==> src/rtl/interboard_tx_sched_pkg.sv <==
// -----------------------------------------------------------------------------
// interboard_tx_sched_pkg
// Shared definitions for the inter-board transmit scheduler: message-type
// encodings, transmit FSM state encoding, message packing and the default
// link-completion timeout.
// Ports: none (package).
// -----------------------------------------------------------------------------
package interboard_tx_sched_pkg;

   // Cycles to wait for link completion before declaring a link error.
   localparam int TIMEOUT_DEFAULT = 1000;

   // Width of one queued message: {msg_type[2:0], number[4:0]}.
   localparam int MSG_WIDTH = 8;

   typedef enum logic [2:0] {
      MT_NOP      = 3'd0,
      MT_MOVE     = 3'd1,
      MT_ATTACK   = 3'd2,
      MT_SCORE    = 3'd3,
      MT_TURN_END = 3'd4,
      MT_STATUS   = 3'd5,
      MT_SYNC     = 3'd6,
      MT_RESET    = 3'd7
   } msg_type_e;

   typedef enum logic [1:0] {
      ST_IDLE      = 2'd0,
      ST_ISSUE     = 2'd1,
      ST_WAIT_LOW  = 2'd2,
      ST_WAIT_HIGH = 2'd3
   } tx_state_e;

   typedef struct packed {
      logic [2:0] msg_type;
      logic [4:0] number;
   } msg_t;

   // Pack requester fields into the FIFO word layout.
   function automatic msg_t pack_msg(input logic [2:0] msg_type, input logic [4:0] number);
      msg_t m;
      m.msg_type = msg_type;
      m.number   = number;
      return m;
   endfunction

endpackage

==> src/rtl/interboard_tx_sched_if.sv <==
// -----------------------------------------------------------------------------
// interboard_tx_sched_if
// Handshake/bus bundle of the inter-board transmit scheduler.
//   master : requester/link side (drives valids, fields, transmit, inter_ready)
//   slave  : scheduler side (drives readys, ctrl_*, busy, fifo_count, link_err)
// Parameter DEPTH must match the scheduler's DEPTH (sizes fifo_count).
// -----------------------------------------------------------------------------
interface interboard_tx_sched_if #(
   parameter int DEPTH = 4
);
   localparam int CW = $clog2(DEPTH) + 1;

   logic          transmit;
   logic          inter_ready;
   logic          gc_valid;
   logic [4:0]    gc_number;
   logic [2:0]    gc_msg_type;
   logic          gc_ready;
   logic          ui_valid;
   logic [4:0]    ui_number;
   logic [2:0]    ui_msg_type;
   logic          ui_ready;
   logic          ctrl_en;
   logic [4:0]    ctrl_number;
   logic [2:0]    ctrl_msg_type;
   logic          busy;
   logic [CW-1:0] fifo_count;
   logic          link_err;

   modport master (
      output transmit, inter_ready,
      output gc_valid, gc_number, gc_msg_type,
      output ui_valid, ui_number, ui_msg_type,
      input  gc_ready, ui_ready,
      input  ctrl_en, ctrl_number, ctrl_msg_type,
      input  busy, fifo_count, link_err
   );

   modport slave (
      input  transmit, inter_ready,
      input  gc_valid, gc_number, gc_msg_type,
      input  ui_valid, ui_number, ui_msg_type,
      output gc_ready, ui_ready,
      output ctrl_en, ctrl_number, ctrl_msg_type,
      output busy, fifo_count, link_err
   );
endinterface

==> src/rtl/interboard_tx_sched_msg_fifo.sv <==
// -----------------------------------------------------------------------------
// msg_fifo
// Synchronous FIFO with wrap-around pointers. A push into a full FIFO is
// accepted only when a pop happens in the same cycle; a pop from an empty
// FIFO is ignored. rdata always shows the head entry.
// Ports:
//   clk, rst        clock, synchronous active-high flush
//   push, wdata     write request and data
//   pop             read request (head advances)
//   rdata           head entry
//   full, empty     occupancy flags
//   count           occupancy, 0..DEPTH
// -----------------------------------------------------------------------------
module msg_fifo #(
   parameter int DEPTH = 4,
   parameter int WIDTH = 8
) (
   input  logic                     clk,
   input  logic                     rst,
   input  logic                     push,
   input  logic                     pop,
   input  logic [WIDTH-1:0]         wdata,
   output logic [WIDTH-1:0]         rdata,
   output logic                     full,
   output logic                     empty,
   output logic [$clog2(DEPTH):0]   count
);
   localparam int AW = $clog2(DEPTH);
   localparam int CW = AW + 1;

   logic [WIDTH-1:0] mem_r [DEPTH];
   logic [AW-1:0]    wr_ptr_r;
   logic [AW-1:0]    rd_ptr_r;
   logic [CW-1:0]    count_r;
   logic             do_push_s;
   logic             do_pop_s;

   assign full      = (count_r == CW'(DEPTH));
   assign empty     = (count_r == CW'(0));
   assign do_pop_s  = pop && !empty;
   assign do_push_s = push && (!full || do_pop_s);
   assign rdata     = mem_r[rd_ptr_r];
   assign count     = count_r;

   // Storage write; contents need no reset because count gates visibility.
   always_ff @(posedge clk) begin
      if (do_push_s) begin
         mem_r[wr_ptr_r] <= wdata;
      end
   end

   // Pointer and occupancy bookkeeping; DEPTH is a power of two so pointers wrap naturally.
   always_ff @(posedge clk) begin
      if (rst) begin
         wr_ptr_r <= AW'(0);
         rd_ptr_r <= AW'(0);
         count_r  <= CW'(0);
      end else begin
         if (do_push_s) begin
            wr_ptr_r <= wr_ptr_r + AW'(1);
         end else begin
            wr_ptr_r <= wr_ptr_r;
         end
         if (do_pop_s) begin
            rd_ptr_r <= rd_ptr_r + AW'(1);
         end else begin
            rd_ptr_r <= rd_ptr_r;
         end
         if (do_push_s && !do_pop_s) begin
            count_r <= count_r + CW'(1);
         end else if (!do_push_s && do_pop_s) begin
            count_r <= count_r - CW'(1);
         end else begin
            count_r <= count_r;
         end
      end
   end
endmodule

==> src/rtl/interboard_tx_sched.sv <==
// -----------------------------------------------------------------------------
// interboard_tx_sched
// Queues messages from two requesters (game control, UI/status) with
// round-robin arbitration and launches them on the inter-board link one at a
// time while this board owns the link turn. After each launch it waits for
// the link to go busy (inter_ready low) and idle again (inter_ready high);
// if that does not complete within TIMEOUT wait cycles it pulses link_err and
// drops the message.
// Ports:
//   clk             system clock
//   rst             synchronous active-high reset
//   interboard_rst  reset requested by the remote board (same effect as rst)
//   bus             interboard_tx_sched_if.slave (requesters, link, status)
// -----------------------------------------------------------------------------
module interboard_tx_sched
   import interboard_tx_sched_pkg::*;
#(
   parameter int DEPTH   = 4,
   parameter int TIMEOUT = TIMEOUT_DEFAULT
) (
   input  logic                 clk,
   input  logic                 rst,
   input  logic                 interboard_rst,
   interboard_tx_sched_if.slave bus
);
   localparam int CW = $clog2(DEPTH) + 1;
   localparam logic [15:0] TIMEOUT_C = 16'(TIMEOUT);

   logic          rst_any_s;
   logic          grant_gc_s;
   logic          grant_ui_s;
   logic          can_accept_s;
   logic          push_s;
   logic          pop_s;
   msg_t          push_msg_s;
   msg_t          head_s;
   logic [MSG_WIDTH-1:0] fifo_rdata_s;
   logic          fifo_full_s;
   logic          fifo_empty_s;
   logic [CW-1:0] fifo_count_s;

   tx_state_e     state_r;
   logic [15:0]   cnt_r;
   logic          last_gc_r;
   logic          ctrl_en_r;
   logic [4:0]    ctrl_number_r;
   logic [2:0]    ctrl_msg_type_r;
   logic          link_err_r;

   assign rst_any_s = rst || interboard_rst;

   // Round-robin grant: with both requesting, the one not served last wins.
   always_comb begin
      grant_gc_s = 1'b0;
      grant_ui_s = 1'b0;
      if (bus.gc_valid && bus.ui_valid) begin
         if (last_gc_r) begin
            grant_ui_s = 1'b1;
         end else begin
            grant_gc_s = 1'b1;
         end
      end else if (bus.gc_valid) begin
         grant_gc_s = 1'b1;
      end else if (bus.ui_valid) begin
         grant_ui_s = 1'b1;
      end else begin
         grant_gc_s = 1'b0;
         grant_ui_s = 1'b0;
      end
   end

   // The head is consumed exactly in the ISSUE cycle, which frees a slot for a same-cycle push.
   assign pop_s        = (state_r == ST_ISSUE) && !fifo_empty_s;
   assign can_accept_s = !fifo_full_s || pop_s;
   assign bus.gc_ready = !rst_any_s && can_accept_s && grant_gc_s;
   assign bus.ui_ready = !rst_any_s && can_accept_s && grant_ui_s;
   assign push_s       = (bus.gc_valid && bus.gc_ready) || (bus.ui_valid && bus.ui_ready);
   assign push_msg_s   = grant_gc_s ? pack_msg(bus.gc_msg_type, bus.gc_number)
                                    : pack_msg(bus.ui_msg_type, bus.ui_number);

   msg_fifo #(
      .DEPTH (DEPTH),
      .WIDTH (MSG_WIDTH)
   ) u_fifo (
      .clk   (clk),
      .rst   (rst_any_s),
      .push  (push_s),
      .pop   (pop_s),
      .wdata (push_msg_s),
      .rdata (fifo_rdata_s),
      .full  (fifo_full_s),
      .empty (fifo_empty_s),
      .count (fifo_count_s)
   );

   assign head_s = msg_t'(fifo_rdata_s);

   // Last-granted pointer, moved only by an actual transfer.
   always_ff @(posedge clk) begin
      if (rst_any_s) begin
         last_gc_r <= 1'b0;
      end else if (bus.gc_valid && bus.gc_ready) begin
         last_gc_r <= 1'b1;
      end else if (bus.ui_valid && bus.ui_ready) begin
         last_gc_r <= 1'b0;
      end else begin
         last_gc_r <= last_gc_r;
      end
   end

   // Transmit FSM with registered ctrl_en/fields/link_err; the fields are loaded on
   // the IDLE->ISSUE edge so they are valid (and nonzero only) in the ctrl_en cycle.
   // cnt_r counts wait cycles; link_err is raised on the edge where it would reach TIMEOUT.
   always_ff @(posedge clk) begin
      if (rst_any_s) begin
         state_r         <= ST_IDLE;
         cnt_r           <= 16'd0;
         ctrl_en_r       <= 1'b0;
         ctrl_number_r   <= 5'd0;
         ctrl_msg_type_r <= 3'd0;
         link_err_r      <= 1'b0;
      end else begin
         ctrl_en_r       <= 1'b0;
         ctrl_number_r   <= 5'd0;
         ctrl_msg_type_r <= 3'd0;
         link_err_r      <= 1'b0;
         case (state_r)
            ST_IDLE: begin
               if (!fifo_empty_s && bus.transmit && bus.inter_ready) begin
                  state_r         <= ST_ISSUE;
                  ctrl_en_r       <= 1'b1;
                  ctrl_number_r   <= head_s.number;
                  ctrl_msg_type_r <= head_s.msg_type;
               end else begin
                  state_r <= ST_IDLE;
               end
            end
            ST_ISSUE: begin
               state_r <= ST_WAIT_LOW;
               cnt_r   <= 16'd0;
            end
            ST_WAIT_LOW: begin
               cnt_r <= cnt_r + 16'd1;
               if (!bus.inter_ready) begin
                  state_r <= ST_WAIT_HIGH;
               end else if (cnt_r + 16'd1 == TIMEOUT_C) begin
                  state_r    <= ST_IDLE;
                  link_err_r <= 1'b1;
               end else begin
                  state_r <= ST_WAIT_LOW;
               end
            end
            ST_WAIT_HIGH: begin
               cnt_r <= cnt_r + 16'd1;
               if (bus.inter_ready) begin
                  state_r <= ST_IDLE;
               end else if (cnt_r + 16'd1 == TIMEOUT_C) begin
                  state_r    <= ST_IDLE;
                  link_err_r <= 1'b1;
               end else begin
                  state_r <= ST_WAIT_HIGH;
               end
            end
            default: begin
               state_r <= ST_IDLE;
            end
         endcase
      end
   end

   assign bus.ctrl_en       = ctrl_en_r;
   assign bus.ctrl_number   = ctrl_number_r;
   assign bus.ctrl_msg_type = ctrl_msg_type_r;
   assign bus.link_err      = link_err_r;
   assign bus.fifo_count    = fifo_count_s;
   assign bus.busy          = (state_r != ST_IDLE) || !fifo_empty_s;
endmodule

==> src/flat_wrapper.sv <==
// flat-port wrapper written by rule: the top's interface ports become plain ports
module interboard_tx_sched_flat import interboard_tx_sched_pkg::*;
#(
   parameter int DEPTH   = 4,
   parameter int TIMEOUT = TIMEOUT_DEFAULT
)
  (clk, rst, interboard_rst, bus_transmit, bus_inter_ready, bus_gc_valid, bus_gc_number, bus_gc_msg_type, bus_ui_valid, bus_ui_number, bus_ui_msg_type, bus_gc_ready, bus_ui_ready, bus_ctrl_en, bus_ctrl_number, bus_ctrl_msg_type, bus_busy, bus_fifo_count, bus_link_err);
  interboard_tx_sched_if #(.DEPTH(DEPTH)) bus_i ();
  input  logic clk;
  input  logic rst;
  input  logic interboard_rst;
  input wire logic [$bits(bus_i.transmit)-1:0] bus_transmit;
  input wire logic [$bits(bus_i.inter_ready)-1:0] bus_inter_ready;
  input wire logic [$bits(bus_i.gc_valid)-1:0] bus_gc_valid;
  input wire logic [$bits(bus_i.gc_number)-1:0] bus_gc_number;
  input wire logic [$bits(bus_i.gc_msg_type)-1:0] bus_gc_msg_type;
  input wire logic [$bits(bus_i.ui_valid)-1:0] bus_ui_valid;
  input wire logic [$bits(bus_i.ui_number)-1:0] bus_ui_number;
  input wire logic [$bits(bus_i.ui_msg_type)-1:0] bus_ui_msg_type;
  output wire logic [$bits(bus_i.gc_ready)-1:0] bus_gc_ready;
  output wire logic [$bits(bus_i.ui_ready)-1:0] bus_ui_ready;
  output wire logic [$bits(bus_i.ctrl_en)-1:0] bus_ctrl_en;
  output wire logic [$bits(bus_i.ctrl_number)-1:0] bus_ctrl_number;
  output wire logic [$bits(bus_i.ctrl_msg_type)-1:0] bus_ctrl_msg_type;
  output wire logic [$bits(bus_i.busy)-1:0] bus_busy;
  output wire logic [$bits(bus_i.fifo_count)-1:0] bus_fifo_count;
  output wire logic [$bits(bus_i.link_err)-1:0] bus_link_err;
  assign bus_i.transmit = bus_transmit;
  assign bus_i.inter_ready = bus_inter_ready;
  assign bus_i.gc_valid = bus_gc_valid;
  assign bus_i.gc_number = bus_gc_number;
  assign bus_i.gc_msg_type = bus_gc_msg_type;
  assign bus_i.ui_valid = bus_ui_valid;
  assign bus_i.ui_number = bus_ui_number;
  assign bus_i.ui_msg_type = bus_ui_msg_type;
  assign bus_gc_ready = bus_i.gc_ready;
  assign bus_ui_ready = bus_i.ui_ready;
  assign bus_ctrl_en = bus_i.ctrl_en;
  assign bus_ctrl_number = bus_i.ctrl_number;
  assign bus_ctrl_msg_type = bus_i.ctrl_msg_type;
  assign bus_busy = bus_i.busy;
  assign bus_fifo_count = bus_i.fifo_count;
  assign bus_link_err = bus_i.link_err;
  interboard_tx_sched #(.DEPTH(DEPTH), .TIMEOUT(TIMEOUT)) u_core (.clk(clk), .rst(rst), .interboard_rst(interboard_rst), .bus(bus_i));
endmodule
==> config.mk <==
export PLATFORM = sky130hd
export DESIGN_NAME = interboard_tx_sched_flat
export DESIGN_NICKNAME = d
export VERILOG_FILES = /design/src/rtl/interboard_tx_sched_pkg.sv /design/src/rtl/interboard_tx_sched_if.sv /design/src/rtl/interboard_tx_sched_msg_fifo.sv /design/src/rtl/interboard_tx_sched.sv /design/src/flat_wrapper.sv
export SDC_FILE = /design/constraint.sdc
export NUM_CORES = 1
export LEC_CHECK = 0
export CAP_MARGIN = 5
export CORE_AREA = 2 2 106 108
export DETAILED_ROUTE_END_ITERATION = 6
export DIE_AREA = 0 0 108 110
export DONT_BUFFER_PORTS = 1
export GPL_TIMING_DRIVEN = 0
export PLACE_DENSITY_LB_ADDON = 0.15
export SYNTH_ARGS = -nofsm -noshare
export SYNTH_HDL_FRONTEND = slang
export SYNTH_SLANG_ARGS = --single-unit
==> constraint.sdc <==
create_clock -name clk -period 3.6 [get_ports clk]
set_clock_uncertainty 0.2 [all_clocks]
set_input_delay 0.72 -clock clk [delete_from_list [all_inputs] [get_ports clk]]
set_output_delay 0.72 -clock clk [all_outputs]
set_load 0.05 [all_outputs]
After elaboration in Yosys (flattened, before gate mapping)
Memories as Yosys holds them, arrays and structs flattened. A register that Yosys moved wholly into a read port is not among the register bits.
Cells that the tools add are included.
{ "word_totals": {"in_bits": 23, "mem_count": 1, "elab_cells": 79, "ff_bits": 28, "ramBits": 32, "latch_bits": 0, "rom_bits": 0} }
{ "classes": {"addsub": 5, "n_mul": 0, "div_mod_pow": 0, "eq_ne": 5, "n_reduce_logical": 32, "shifts": 0, "mux": 26, "order_cmp": 0, "n_bitwise": 2} }
{ "memory_table": {"columns": ["name", "depth", "width", "read_ports", "rd_clocked_by_memory_dff", "wr", "line", "rtl"], "rows": [
  ["u_core.u_fifo.mem_r", 4, 8, 1, 1, 1, "interboard_tx_sched_msg_fifo.sv:31", "logic [WIDTH-1:0] mem_r [DEPTH];"]
]} }
{ "op_table": {"columns": ["operator", "count"], "rows": [
  ["$pmux 16 s2", 1],
  ["$add 16x1->16 const B", 1],
  ["$eq 16x10->1 const B", 1],
  ["$mux 1", 16],
  ["$logic_and 1x1->1", 13],
  ["$mux 2", 4],
  ["$mux 8", 1],
  ["$pmux 2 s4", 1],
  ["$reduce_bool 2->1", 4],
  ["$mux 3", 2],
  ["$logic_not 1->1", 5],
  ["$logic_or 1x1->1", 5],
  ["$add 2x1->2 const B", 2],
  ["$eq 2x2->1 const B", 2],
  ["$reduce_or 2->1", 2],
  ["$add 3x1->3 const B", 1],
  ["$eq 3x3->1 const B", 1],
  ["$logic_not 3->1", 1],
  ["$reduce_or 3->1", 1],
  ["$sub 3x1->3 const B", 1],
  ["$eq 2x1->1 const B", 1],
  ["$logic_not 2->1", 1],
  ["$not 1->1", 2],
  ["$pmux 1 s2", 1]
]} }

Longest topological paths before layout
Gate-level depths: netlist (run 1).
{ "logic_depth": {"ltp_word": 13, "ltp_mapped": 10} }

Modules after synthesis
Synthesis (run 1) repeated with hierarchy kept, for this count alone.
{ "unflattened": {"cells_unflattened": 290, "hier_area_um2": 3314.4} }
{ "by_module_without_submodules": {"columns": ["mod", "instances", "cells_per_inst", "area_per_inst_um2", "seq_area_each_um2"], "rows": [
  ["interboard_tx_sched", 1, 200, 1681.6, 580.6],
  ["msg_fifo", 1, 90, 1632.8, 1141.1]
]} }

Least setup slack after synthesis (run 1)
No wires, ideal clock.
{ "synth_timing": {"kind": "input-to-reg", "from": "in interboard_rst", "to": "reg u_core.u_fifo.count_r[2] (netlist: u_core.u_fifo.count[2])", "slack_ns": 0.551, "path_buffers": 1, "required_time_ns": 3.329, "setup_ns": 0.071, "arrival_ns": 2.779, "stages": 10, "cell_sequence": "or2_2 -> clkbuf_1 -> a31oi_1 -> o21a_1 -> ha_1 -> inv_1 -> fa_1 -> xor2_1 -> or3_1 -> a21oi_1"} }
{ "synth_via": {"elab_chain_cells": 10} }
{ "synth_rtl": {"columns": ["element", "line", "rtl"], "rows": [
  ["from (decl)", "flat_wrapper.sv:11", "input logic interboard_rst;"],
  ["$logic_or 1x1->1 *", "interboard_tx_sched.sv:50", "assign rst_any_s = rst || interboard_rst;"],
  ["$logic_not 1->1 *", "interboard_tx_sched.sv:75, interboard_tx_sched.sv:76", null],
  ["$logic_and 1x1->1 *", "interboard_tx_sched.sv:75, interboard_tx_sched.sv:76", null],
  ["$logic_and 1x1->1, on equally long branches", "interboard_tx_sched.sv:75, interboard_tx_sched.sv:76", null],
  ["$logic_and 1x1->1", "interboard_tx_sched.sv:77", "assign push_s = (bus.gc_valid && bus.gc_ready) || (bus.ui_valid && bus.ui_ready);"],
  ["$logic_or 1x1->1 *", "interboard_tx_sched.sv:77", null],
  ["$logic_and 1x1->1 *", "interboard_tx_sched_msg_fifo.sv:41", "assign do_push_s = push && (!full || do_pop_s);"],
  ["named net u_core.u_fifo.do_push_s", "interboard_tx_sched_msg_fifo.sv:35", "logic do_push_s;"],
  ["$logic_not 1->1", "interboard_tx_sched_msg_fifo.sv:71", "end else if (!do_push_s && do_pop_s) begin"],
  ["$logic_and 1x1->1", "interboard_tx_sched_msg_fifo.sv:71", null],
  ["$reduce_bool 2->1 (no source line)", null, null],
  ["to (signal assigned)", "interboard_tx_sched_msg_fifo.sv:70", "count_r <= count_r + CW'(1);"],
  ["to (signal assigned)", "interboard_tx_sched_msg_fifo.sv:72", "count_r <= count_r - CW'(1);"],
  ["to (signal assigned)", "interboard_tx_sched_msg_fifo.sv:74", "count_r <= count_r;"],
  ["to (decl)", "interboard_tx_sched_msg_fifo.sv:34", "logic [CW-1:0] count_r;"]
]} }
Mark *: on every way through the listed nets, which the timed path passes. The rest lies on a longest branch.
A chain may end at the register's enable or synchronous reset.

Worst setup path after layout (run 1)
{ "layout_timing": {"from": "in bus_gc_valid", "to": "out bus_gc_ready"} }
{ "layout_via": {"elab_chain_cells": 3} }
{ "layout_rtl": {"columns": ["element", "line", "rtl"], "rows": [
  ["from (decl)", "flat_wrapper.sv:14", "input wire logic [$bits(bus_i.gc_valid)-1:0] bus_gc_valid;"],
  ["$mux 1 / $logic_and 1x1->1 (equally long branches)", "interboard_tx_sched.sv:62, interboard_tx_sched.sv:56", null],
  ["$mux 1 *", "interboard_tx_sched.sv:56", "if (bus.gc_valid && bus.ui_valid) begin"],
  ["$logic_and 1x1->1 *", "interboard_tx_sched.sv:75", "assign bus.gc_ready = !rst_any_s && can_accept_s && grant_gc_s;"],
  ["to (decl)", "flat_wrapper.sv:20", "output wire logic [$bits(bus_i.gc_ready)-1:0] bus_gc_ready;"]
]} }
Every way passes the cells marked *; elsewhere a longest branch is shown, timed or not.

==> results of run 1 <==
[flip-flops by register name, indices dropped and copies added (netlist names)]
register and count:
u_core.bus.link_err 1, u_core.bus.ctrl_en 1, u_core.u_fifo.rd_ptr_r 2, u_core.cnt_r 16
u_core.last_gc_r 1, u_core.u_fifo.count 3, u_core.state_r 2, u_core.u_fifo.wr_ptr_r 2
u_core.bus.ctrl_msg_type 3, u_core.u_fifo.mem_r 32, u_core.bus.ctrl_number 5
[cells in the mapped netlist, drive strengths merged, types with 5 or more instances]
cell / n / area share
nand3: 5 / 0.0096
nor2b: 8 / 0.016
nor2: 27 / 0.032
nor3: 10 / 0.016
and2: 8 / 0.016
ha: 7 / 0.028
xnor2: 5 / 0.014
dfxtp: 36 / 0.23
mux2: 8 / 0.029
mux4: 8 / 0.057
a31oi: 6 / 0.012
edfxtp: 32 / 0.31
a21oi: 13 / 0.021
o21ai: 11 / 0.018
inv: 7 / 0.0084
clkbuf: 13 / 0.016
nand2: 28 / 0.034
[metrics by stage]
| stage | util | hold slack (ns) | setup slack [ns] | cells | cell area [µm²] |
|---|---|---|---|---|---|
| 2_1_floorplan | - | 0.2400 | 0.5506 | 283 | 3144 |
| 3_3_place_gp | 0.3103 | 0.2516 | 0.2054 | 423 | 3319 |
| 3_5_place_dp | 0.3103 | 0.2711 | 0.1868 | 423 | 3319 |
| 4_1_cts | 0.3298 | 0.2583 | 0.4371 | 439 | 3528 |
| 5_1_grt | 0.3298 | 0.2570 | 0.3678 | 439 | 3528 |
| 6_report | 0.3298 | 0.2715 | 0.5733 | 439 | 3528 |
[power by group through the flow]
stage	Clock (µW)	Sequential, µW	Combinational [µW]
finish	689	830	65.6
global route	752	831	73.5
CTS	710	830	67.8
detailed placement	0	848	67.4
global placement	0	848	66.9
floorplan	0	847	51.3
[layer usage]
metal,part of all wire,vias to the layer above,track usage
met5,0,-,0
met4,0.020,0,0.04762
met3,0.063,13,0.05115
met2,0.44,55,0.1900
met1,0.48,988,0.1651
li1,-,1050,-
[worst min-delay path by stage]
stage | startpoint | endpoint | slack, ns | cells past startpoint
after floorplan | u_core.last_gc_r | u_core.last_gc_r | 0.24 | 2
after global placement | u_core.last_gc_r | u_core.last_gc_r | 0.25 | 2
after detailed placement | u_core.last_gc_r | u_core.last_gc_r | 0.27 | 2
after CTS | bus_inter_ready | u_core.state_r[0] | 0.26 | 1
after global routing | bus_inter_ready | u_core.state_r[0] | 0.26 | 1
final | bus_inter_ready | u_core.state_r[0] | 0.27 | 1
[final cells by class]
class / instances / area (µm²)
flip-flops and latches: 68 / 1682
clock inverters: 5 / 77.57
clock buffers: 11 / 131.4
fillers: 1092 / 7169
well taps: 140 / 175.2
inverters: 7 / 26.28
multi-input cells: 192 / 1351
plain buffers: 16 / 85.08
[worst reg2reg max path: stages (launching register included)]
cell and delay [ns]:
dfxtp_1 0.74, nor2_1 0.11, a31oi_1 0.27, o21a_1 0.31, ha_1 0.24, inv_1 0.06
fa_1 0.38, xor2_1 0.18, or3_1 0.30, a21oi_1 0.13
[logic make-up after synthesis]
logic type | after synthesis
buffers and inverters | 23
AO/OA/AOI/OAI | 45
multiplexers | 20
adder cells (fa/ha/maj) | 8
flip-flops | 68
XOR/XNOR | 9
AND/OR/NAND/NOR | 110
==> summary.md, run 1 <==
| Metric | Value |
|---|---|
| PostCTS Resize Cnt | `0` |
| Multiplexer area fraction after synthesis | `0.09869` |
| Total grt overflow | `0` |
| Share of cells above drive strength 1 | `0.1405` |
| Largest family of logic cells by synthesized area | `simple AND/OR/NAND/NOR gates` |
| Sequential area share after synthesis | `0.5348` |
| H-tree depth | `3` |
| Max Fclk | `0.3304 GHz` |
| Reg-to-reg setup timing slack | `0.60 ns` |
| Remaining DRCs | `0` |
| TNS Setup | `0 ns` |
| Initial antenna violation count | `0` |
| Largest net degree at the start of global routing | `13` |
| Cell Area, Synth | `0.003144 mm²` |
| Main synth FF type | `dfxtp_1` |
| Vias in the first global route | `2033` |
| Worst reg2reg startpoint | `u_core.u_fifo.count[0]` |
| Comb power frac | `0.041` |
| Synth Area in Adders | `0.03422` |
| Hpwl dp | `4640 µm` |
| CTS buffer count | `9` |
| Commonest non-fill, non-tap cell in the layout | `dfxtp_1` |
| Post-synthesis xor/xnor area fraction | `0.02507` |
| Core area | `0.01070 mm²` |
| Number of synthesized flops with an enable pin | `32` |
| Max-Slew Margin vs Limit | `0.3044` |
| Gr usage total | `0.1269` |
| Final hold vios | `0` |
| Clock Latency Late Sink | `0.35 ns` |
| Area grow syn2layout | `12.22%` |
| Status | `complete, no violations` |
| Pwr Total | `1585 µW` |
| Core Rows | `38` |
| End point of the critical path | `bus_gc_ready` |
| Crit path depth | `2` |
| Final ANT Viol Nets | `0` |
| TritonCTS clock tree | `built` |
| Worst path slowest cell | `a21boi_1` |
| Simple-Gate Fraction of Synth Area | `0.1827` |
| CP required | `2.68 ns` |
| Die Wd | `108 µm` |
| VDD IR max | `222.9 µV` |
| Sw Share | `0.2224` |
| WP data arrival | `2.11 ns` |
| Final #Nets | `325` |
| CP max FO | `9` |
| Ant. Diodes | `0` |
| Chip height | `110 µm` |
| Setup crit start kind | `input pin` |
| Global-route wire length before repair | `11060 µm` |
| Final period utilization | `0.8407` |
| Ports | `39` |
| Worst slew pin tran | `1.041 ns` |
| CP bufs+invs | `0` |
| GPL Wtd Cong | `0.7867` |
| Mean Syn Cell Area | `11.11 µm²` |
| Compound-cell area share of the yosys netlist | `0.08914` |
| CP cell instances | `a21boi_1 -> and2_1` |
| Unrepaired setup endpoints after global routing | `false` |
| CP startpoint | `bus_gc_valid` |
| Post-Route WL | `6852 µm` |
| DR WL/cell | `15.61 µm` |
| Clock power frac | `0.435` |
| Vias/cell | `4.797` |
| Die area | `0.01188 mm²` |
| Max-slew violations | `0` |
| CTS Hold Buffers Added | `0` |
| Post-synth ARST share | `0` |
| Via count | `2106` |
| Mapped Cells | `283` |
| P_leak | `0.001120 µW` |
| Post-synthesis cell type count | `49` |
| Worst reg2reg endpoint | `u_core.u_fifo.count[2]` |
| Sequential power share | `0.524` |
| Number of port buffers | `0` |
| # setup viols final | `0` |
| Most frequent cells in the layout | `dfxtp_1 (36), edfxtp_1 (32), nand2_1 (27), nor2_1 (27)` |
| Drt first pass iters | `5` |
| MaxCap Viol Count | `0` |
| CP endpoint kind | `output port` |
| WS Path Type | `in2out` |
| Min Tclk post-route | `3.027 ns` |
| Initial Util | `0.2939` |
| Crit-path max cell delay | `0.81 ns` |
| Top Family by Delay on Critical Path | `compound AO/OA/AOI/OAI gates` |
| Post-CTS setup buffer count | `0` |
| CTS sink cnt | `68` |
| Syn_nets | `314` |
| Synth Register Bits | `68` |
| Syn. warnings | `0` |
| Pwr Density | `449.3 mW/mm²` |
| HP Class | `in2reg` |
| Deepest clock path buffer count | `2` |
| Switching power | `352.6 µW` |
| Clock root buffer | `clkbuf_8` |
| Int Pwr | `1233 µW` |
| Worst-path clk slew | `0.07 ns` |
| Reg2Reg Depth | `9` |
| Iter 0 DRT Violations | `116` |
(Power assumes the default switching activity.)
==> run 2: changes to the inputs <==
==> constraint.sdc (replaced) <==
create_clock -name clk -period 2.9 [get_ports clk]
set_clock_uncertainty 0.2 [all_clocks]
set_input_delay 0.58 -clock clk [delete_from_list [all_inputs] [get_ports clk]]
set_output_delay 0.58 -clock clk [all_outputs]
set_load 0.05 [all_outputs]
==> run 2 against run 1 <==
Compared with the run above: clock power is 31% higher; total power increased by 27%; critical path depth increased by 5; non-clock buffer count stayed put; first-iteration DRC count grew 34%; critical path type is now reg2reg; global-route usage rose by 0.22 points; register-to-register slack got worse by 0.39 ns; highest routed layer unchanged; core utilization is 0.57 points higher; largest power group unchanged.
==> summary.md, run 2 (synthesis gave the netlist of run 1 again) <==
| Metric | Value |
|---|---|
| Ant. Diodes | `0` |
| Ports | `39` |
| CTS Hold Buffers Added | `0` |
| Unrepaired setup endpoints after global routing | `false` |
| GPL Wtd Cong | `0.7291` |
| Share of cells above drive strength 1 | `0.1839` |
| Met2 routed WL | `3074 µm` |
| # setup viols final | `0` |
| Status | `complete, no violations` |
| Reg-to-reg setup timing slack | `0.21 ns` |
| VDD IR max | `198.5 µV` |
| CP cell instances | `ha_2 -> and4_2 -> nand3_1 -> mux2i_1 -> or4_4 -> o31ai_2 -> a31oi_1` |
| Top reg by flops | `u_core.u_fifo.mem_r` |
| Fill cell count | `1079` |
| Final #Nets | `325` |
| M1 WL | `3421 µm` |
| Commonest non-fill, non-tap cell in the layout | `dfxtp_1` |
| Max Fclk | `0.3722 GHz` |
| Pwr Density | `562.1 mW/mm²` |
| Min Tclk post-route | `2.687 ns` |
| Die Wd | `108 µm` |
| Total grt overflow | `0` |
| Most frequent cells in the layout | `dfxtp_1 (33), edfxtp_1 (32), nand2_1 (27), nor2_1 (27), a21oi_1 (13)` |
| Largest net degree at the start of global routing | `14` |
| H-tree depth | `3` |
| Final ANT Viol Nets | `0` |
| Remaining DRCs | `0` |
| Wire length on met3 | `272 µm` |
| Crit-path max cell delay | `0.59 ns` |
| Placed cell area | `0.003338 mm²` |
| CP max FO | `7` |
| Clock root buffer | `clkbuf_8` |
| Chip height | `110 µm` |
| Drt first pass iters | `4` |
| Max-slew violations | `0` |
| Register area | `0.001688 mm²` |
| CTS sink cnt | `68` |
| Worst-path clk slew | `0.07 ns` |
| Final hold vios | `0` |
| Multi-input logic area | `0.001374 mm²` |
| Via count | `2131` |
| Finished layout cell area | `0.003590 mm²` |
| MaxCap Viol Count | `0` |
| Max-Slew Margin vs Limit | `0.4726` |
| Deepest clock path buffer count | `2` |
| Post-Route WL | `6861 µm` |
| Global-route wire length before repair | `11440 µm` |
| Largest register FFs | `32` |
| Die area | `0.01188 mm²` |
| Core Rows | `38` |
| Worst path slowest cell | `or4_4` |
| Final period utilization | `0.9264` |
| Highest metal used | `met4` |
| HP Class | `in2reg` |
| Initial Util | `0.2939` |
| CP endpoint kind | `flop` |
| Vias/cell | `4.854` |
| Final Non-Filler Cells | `439` |
| Initial antenna violation count | `0` |
| Number of port buffers | `0` |
| Gr usage total | `0.1291` |
| TritonCTS clock tree | `built` |
| WS Path Type | `reg2reg` |
| Setup crit start kind | `flop` |
| Clock Latency Late Sink | `0.34 ns` |
| Core area | `0.01070 mm²` |
| P_leak | `0.001134 µW` |
| CTS buffer count | `9` |
| Area grow syn2layout | `14.17%` |
| WP data arrival | `2.69 ns` |
| Hpwl dp | `4724 µm` |
| Worst slew pin tran | `0.7911 ns` |
| Vias in the first global route | `2127` |
| Iter 0 DRT Violations | `156` |
| CP required | `2.90 ns` |
| Placed Cells | `423` |
| DR WL/cell | `15.63 µm` |
run 2: cell count changes in the layout (fill, tap and decap cells not counted), moves of 2 or more:
cell / delta
ha_2: +2
dfxtp_2: +2
inv_6: +2
ha_1: -2
clkbuf_1: -3
dfxtp_1: -3
clkbuf_8: +2
run 2: final cells by class:
class	instances	share of cell area
Sequential cell	68	0.4702
Multi-Input combinational cell	192	0.3827
Tap cell	140	0.04880
Clock buffer	10	0.03834
Buffer	16	0.02649
Clock inverter	6	0.02614
Inverter	7	0.007320
run 2: worst max-delay path: cells and delay by family, from the launching register on:
family                     cells  cell delay, ns
AOI/OAI and AO/OA              2            0.37
adders and majority gates      1            0.29
DFF                            1            0.42
muxes                          1            0.18
and+or+nand+nor                3            1.09
run 2: metrics by stage:
step | hold slack (ns) | setup slack [ns] | util | TNS [ns] | power [µW]
after floorplan | 0.2400 | 0.01613 | - | 0 | 1117
after global placement | 0.2548 | -0.1962 | 0.3120 | -0.1962 | 1139
after detailed placement | 0.2587 | -0.2316 | 0.3120 | -0.2316 | 1140
after CTS | 0.1345 | 0.09496 | 0.3349 | 0 | 2052
after global routing | 0.1341 | 0.005685 | 0.3356 | 0 | 2108
final | 0.1457 | 0.2134 | 0.3356 | 0 | 2018
run 2: worst paths after layout:
check                   start                end  depth (start not counted)
min reg2reg  u_core.last_gc_r   u_core.last_gc_r                          2
max           u_core.cnt_r[1]  u_core.state_r[1]                          7
min           bus_inter_ready  u_core.state_r[0]                          1
max reg2reg   u_core.cnt_r[1]  u_core.state_r[1]                          7
run 2: where the power goes:
part | switching, µW | leakage, µW | internal, µW | total, µW
sequential | 13.0 | 0.000582 | 1020 | 1030
clock | 387 | 0.000113 | 515 | 902
combinational | 53.1 | 0.000439 | 32.2 | 85.3
total | 453 | 0.00113 | 1560 | 2020
run 2: layer usage:
layer / vias up / GRT usage
met2: 37 / 0.1959
met3: 8 / 0.03527
met1: 1036 / 0.1759
met5: - / 0
li1: 1050 / -
met4: 0 / 0.04945
run 2: timing repair:
action / 4_1_cts / 5_1_grt
setup endpoints to repair: 3 / 4
gates cloned: 0 / 0
gates resized for setup: 4 / 4
buffers inserted: 0 / 0
==> run 3: changes to the inputs <==
==> constraint.sdc (replaced) <==
create_clock -name clk -period 2.9 [get_ports clk]
set_clock_uncertainty 0.2 [all_clocks]
set_input_delay 0.58 -clock clk [delete_from_list [all_inputs] [get_ports clk]]
set_output_delay 0.58 -clock clk [all_outputs]
set_load 0.02 [all_outputs]
==> run 3 against run 2 <==
Compared with the run above: die area unchanged; register-to-register slack about the same; worst hold slack got worse by 0.0035 ns; worst setup slack got worse by 0.0060 ns; global-route usage decreased by 0.050 points; count of clock-buffer cells in the layout unchanged; sequential power about the same; first-iteration DRC count decreased by 5.8%; flip-flop and latch count unchanged; via count increased by 0.19%; clock power about the same; critical path type unchanged; largest power group unchanged.
==> summary.md, run 3 (synthesis gave the netlist of run 1 again) <==
| Metric | Value |
|---|---|
| Clock Latency Late Sink | `0.35 ns` |
| Final ANT Viol Nets | `0` |
| Placed cell area | `0.003338 mm²` |
| Die Wd | `108 µm` |
| CP required | `2.90 ns` |
| Post-Route WL | `6850 µm` |
| Deepest clock path buffer count | `2` |
| Total grt overflow | `0` |
| Final period utilization | `0.9285` |
| Grt met1 use | `0.1722` |
| Fill cell count | `1079` |
| Switching power | `443.3 µW` |
| Min Tclk post-route | `2.693 ns` |
| Pwr Density | `560.5 mW/mm²` |
| Setup crit start kind | `flop` |
| Via count | `2135` |
| Number of port buffers | `0` |
| Most frequent cells in the layout | `dfxtp_1 (33), edfxtp_1 (32), nand2_1 (27), nor2_1 (27), a21oi_1 (13)` |
| DP Worst Slack | `-0.2314 ns` |
| Max Fclk | `0.3714 GHz` |
| TritonCTS clock tree | `built` |
| Int Pwr | `1565 µW` |
| Hpwl dp | `4724 µm` |
| Global routing's busiest layer | `met2` |
| Largest register FFs | `32` |
| Reg2Reg Depth | `7` |
| Met2 GRT Util | `0.1986` |
| Top reg by flops | `u_core.u_fifo.mem_r` |
| MaxCap Viol Count | `0` |
| Core Rows | `38` |
| CP max FO | `7` |
| Sw Share | `0.2207` |
| CTS Hold Buffers Added | `0` |
| Max-Slew Margin vs Limit | `0.3190` |
| Max-slew violations | `0` |
| Clock power frac | `0.450` |
| Comb power frac | `0.039` |
| Final hold vios | `0` |
| Area grow syn2layout | `13.97%` |
| Die area | `0.01188 mm²` |
| H-tree depth | `3` |
| CP endpoint kind | `flop` |
| Final setup margin | `0.2074 ns` |
| Commonest non-fill, non-tap cell in the layout | `dfxtp_1` |
| Clock root buffer | `clkbuf_8` |
| Chip height | `110 µm` |
| Worst-path clk slew | `0.07 ns` |
| Pwr Total | `2008 µW` |
| Global-route wire length before repair | `11410 µm` |
| Unrepaired setup endpoints after global routing | `false` |
| Core area | `0.01070 mm²` |
| Final #Nets | `325` |
| Placed Cells | `423` |
| Status | `complete, no violations` |
| DR WL/cell | `15.60 µm` |
| Finished layout cell area | `0.003583 mm²` |
| # setup viols final | `0` |
| Vias in the first global route | `2126` |
| WHS | `0.1422 ns` |
| Initial antenna violation count | `0` |
| Share of cells above drive strength 1 | `0.1806` |
| WHS Path Cells | `1` |
| Vias/cell | `4.863` |
| CTS buffer count | `9` |
| Iter 0 DRT Violations | `147` |
| Largest net degree at the start of global routing | `14` |
| Sequential power share | `0.511` |
| VDD IR max | `198.3 µV` |
| WP data arrival | `2.70 ns` |
| WS Path Type | `reg2reg` |
| CTS sink cnt | `68` |
| Worst slew pin tran | `1.019 ns` |
| M3 GR Usage | `0.03527` |
| Remaining DRCs | `0` |
| Gr usage total | `0.1286` |
| GPL Wtd Cong | `0.7291` |
| Initial Util | `0.2939` |
| P_leak | `0.001133 µW` |
| Ant. Diodes | `0` |
| Drt first pass iters | `4` |
| Ports | `39` |
| Final Non-Filler Cells | `439` |
| HP Class | `in2reg` |
run 3: what timing repair did:
item | 4_1_cts | 5_1_grt
resized for setup | 1 | 5
endpoints found under the setup margin | 1 | 4
buffers inserted | 0 | 0
run 3: final timing paths:
check	startpoint	end	slack, ns
setup / recovery	u_core.cnt_r[1]	u_core.state_r[1]	0.21
hold / removal	bus_inter_ready	u_core.state_r[0]	0.14
setup reg to reg	u_core.cnt_r[1]	u_core.state_r[1]	0.21
hold reg to reg	u_core.last_gc_r	u_core.last_gc_r	0.27
run 3: layout make-up:
type / instances / area (µm²) / area share
buffer: 16 / 95.09 / 0.02654
inverter: 7 / 26.28 / 0.007332
clock inverter: 6 / 93.84 / 0.02619
clock buffer: 10 / 137.6 / 0.03841
tap: 140 / 175.2 / 0.04888
multi-input combinational: 192 / 1370 / 0.3823
sequential: 68 / 1685 / 0.4703
run 3: metrics by stage:
stage	setup TNS, ns	util
2_1_floorplan	0	-
3_3_place_gp	-0.1960	0.3120
3_5_place_dp	-0.2314	0.3120
4_1_cts	0	0.3343
5_1_grt	0	0.3350
6_report	0	0.3350
run 3: critical path: stages, from the launching register on:
cell and delay (ns):
dfxtp_1 0.41, ha_2 0.29, and4_2 0.30, nand3_1 0.20, mux2i_1 0.18, or4_4 0.59
o31ai_2 0.26, a31oi_1 0.12
run 3: power by group through the flow:
stage | clock network (µW) | registers [µW] | logic (µW)
after CTS | 934 | 1030 | 81.2
after global placement | 0 | 1050 | 80.1
after global routing | 980 | 1030 | 89.1
after floorplan | 0 | 1050 | 60.1
after detailed placement | 0 | 1050 | 80.6
final | 903 | 1030 | 79.0
run 3: metal layers:
metal,wire (µm),part of all wire
met2,3052,0.45
met5,0,0
met3,407,0.059
met4,99,0.014
met1,3290,0.48
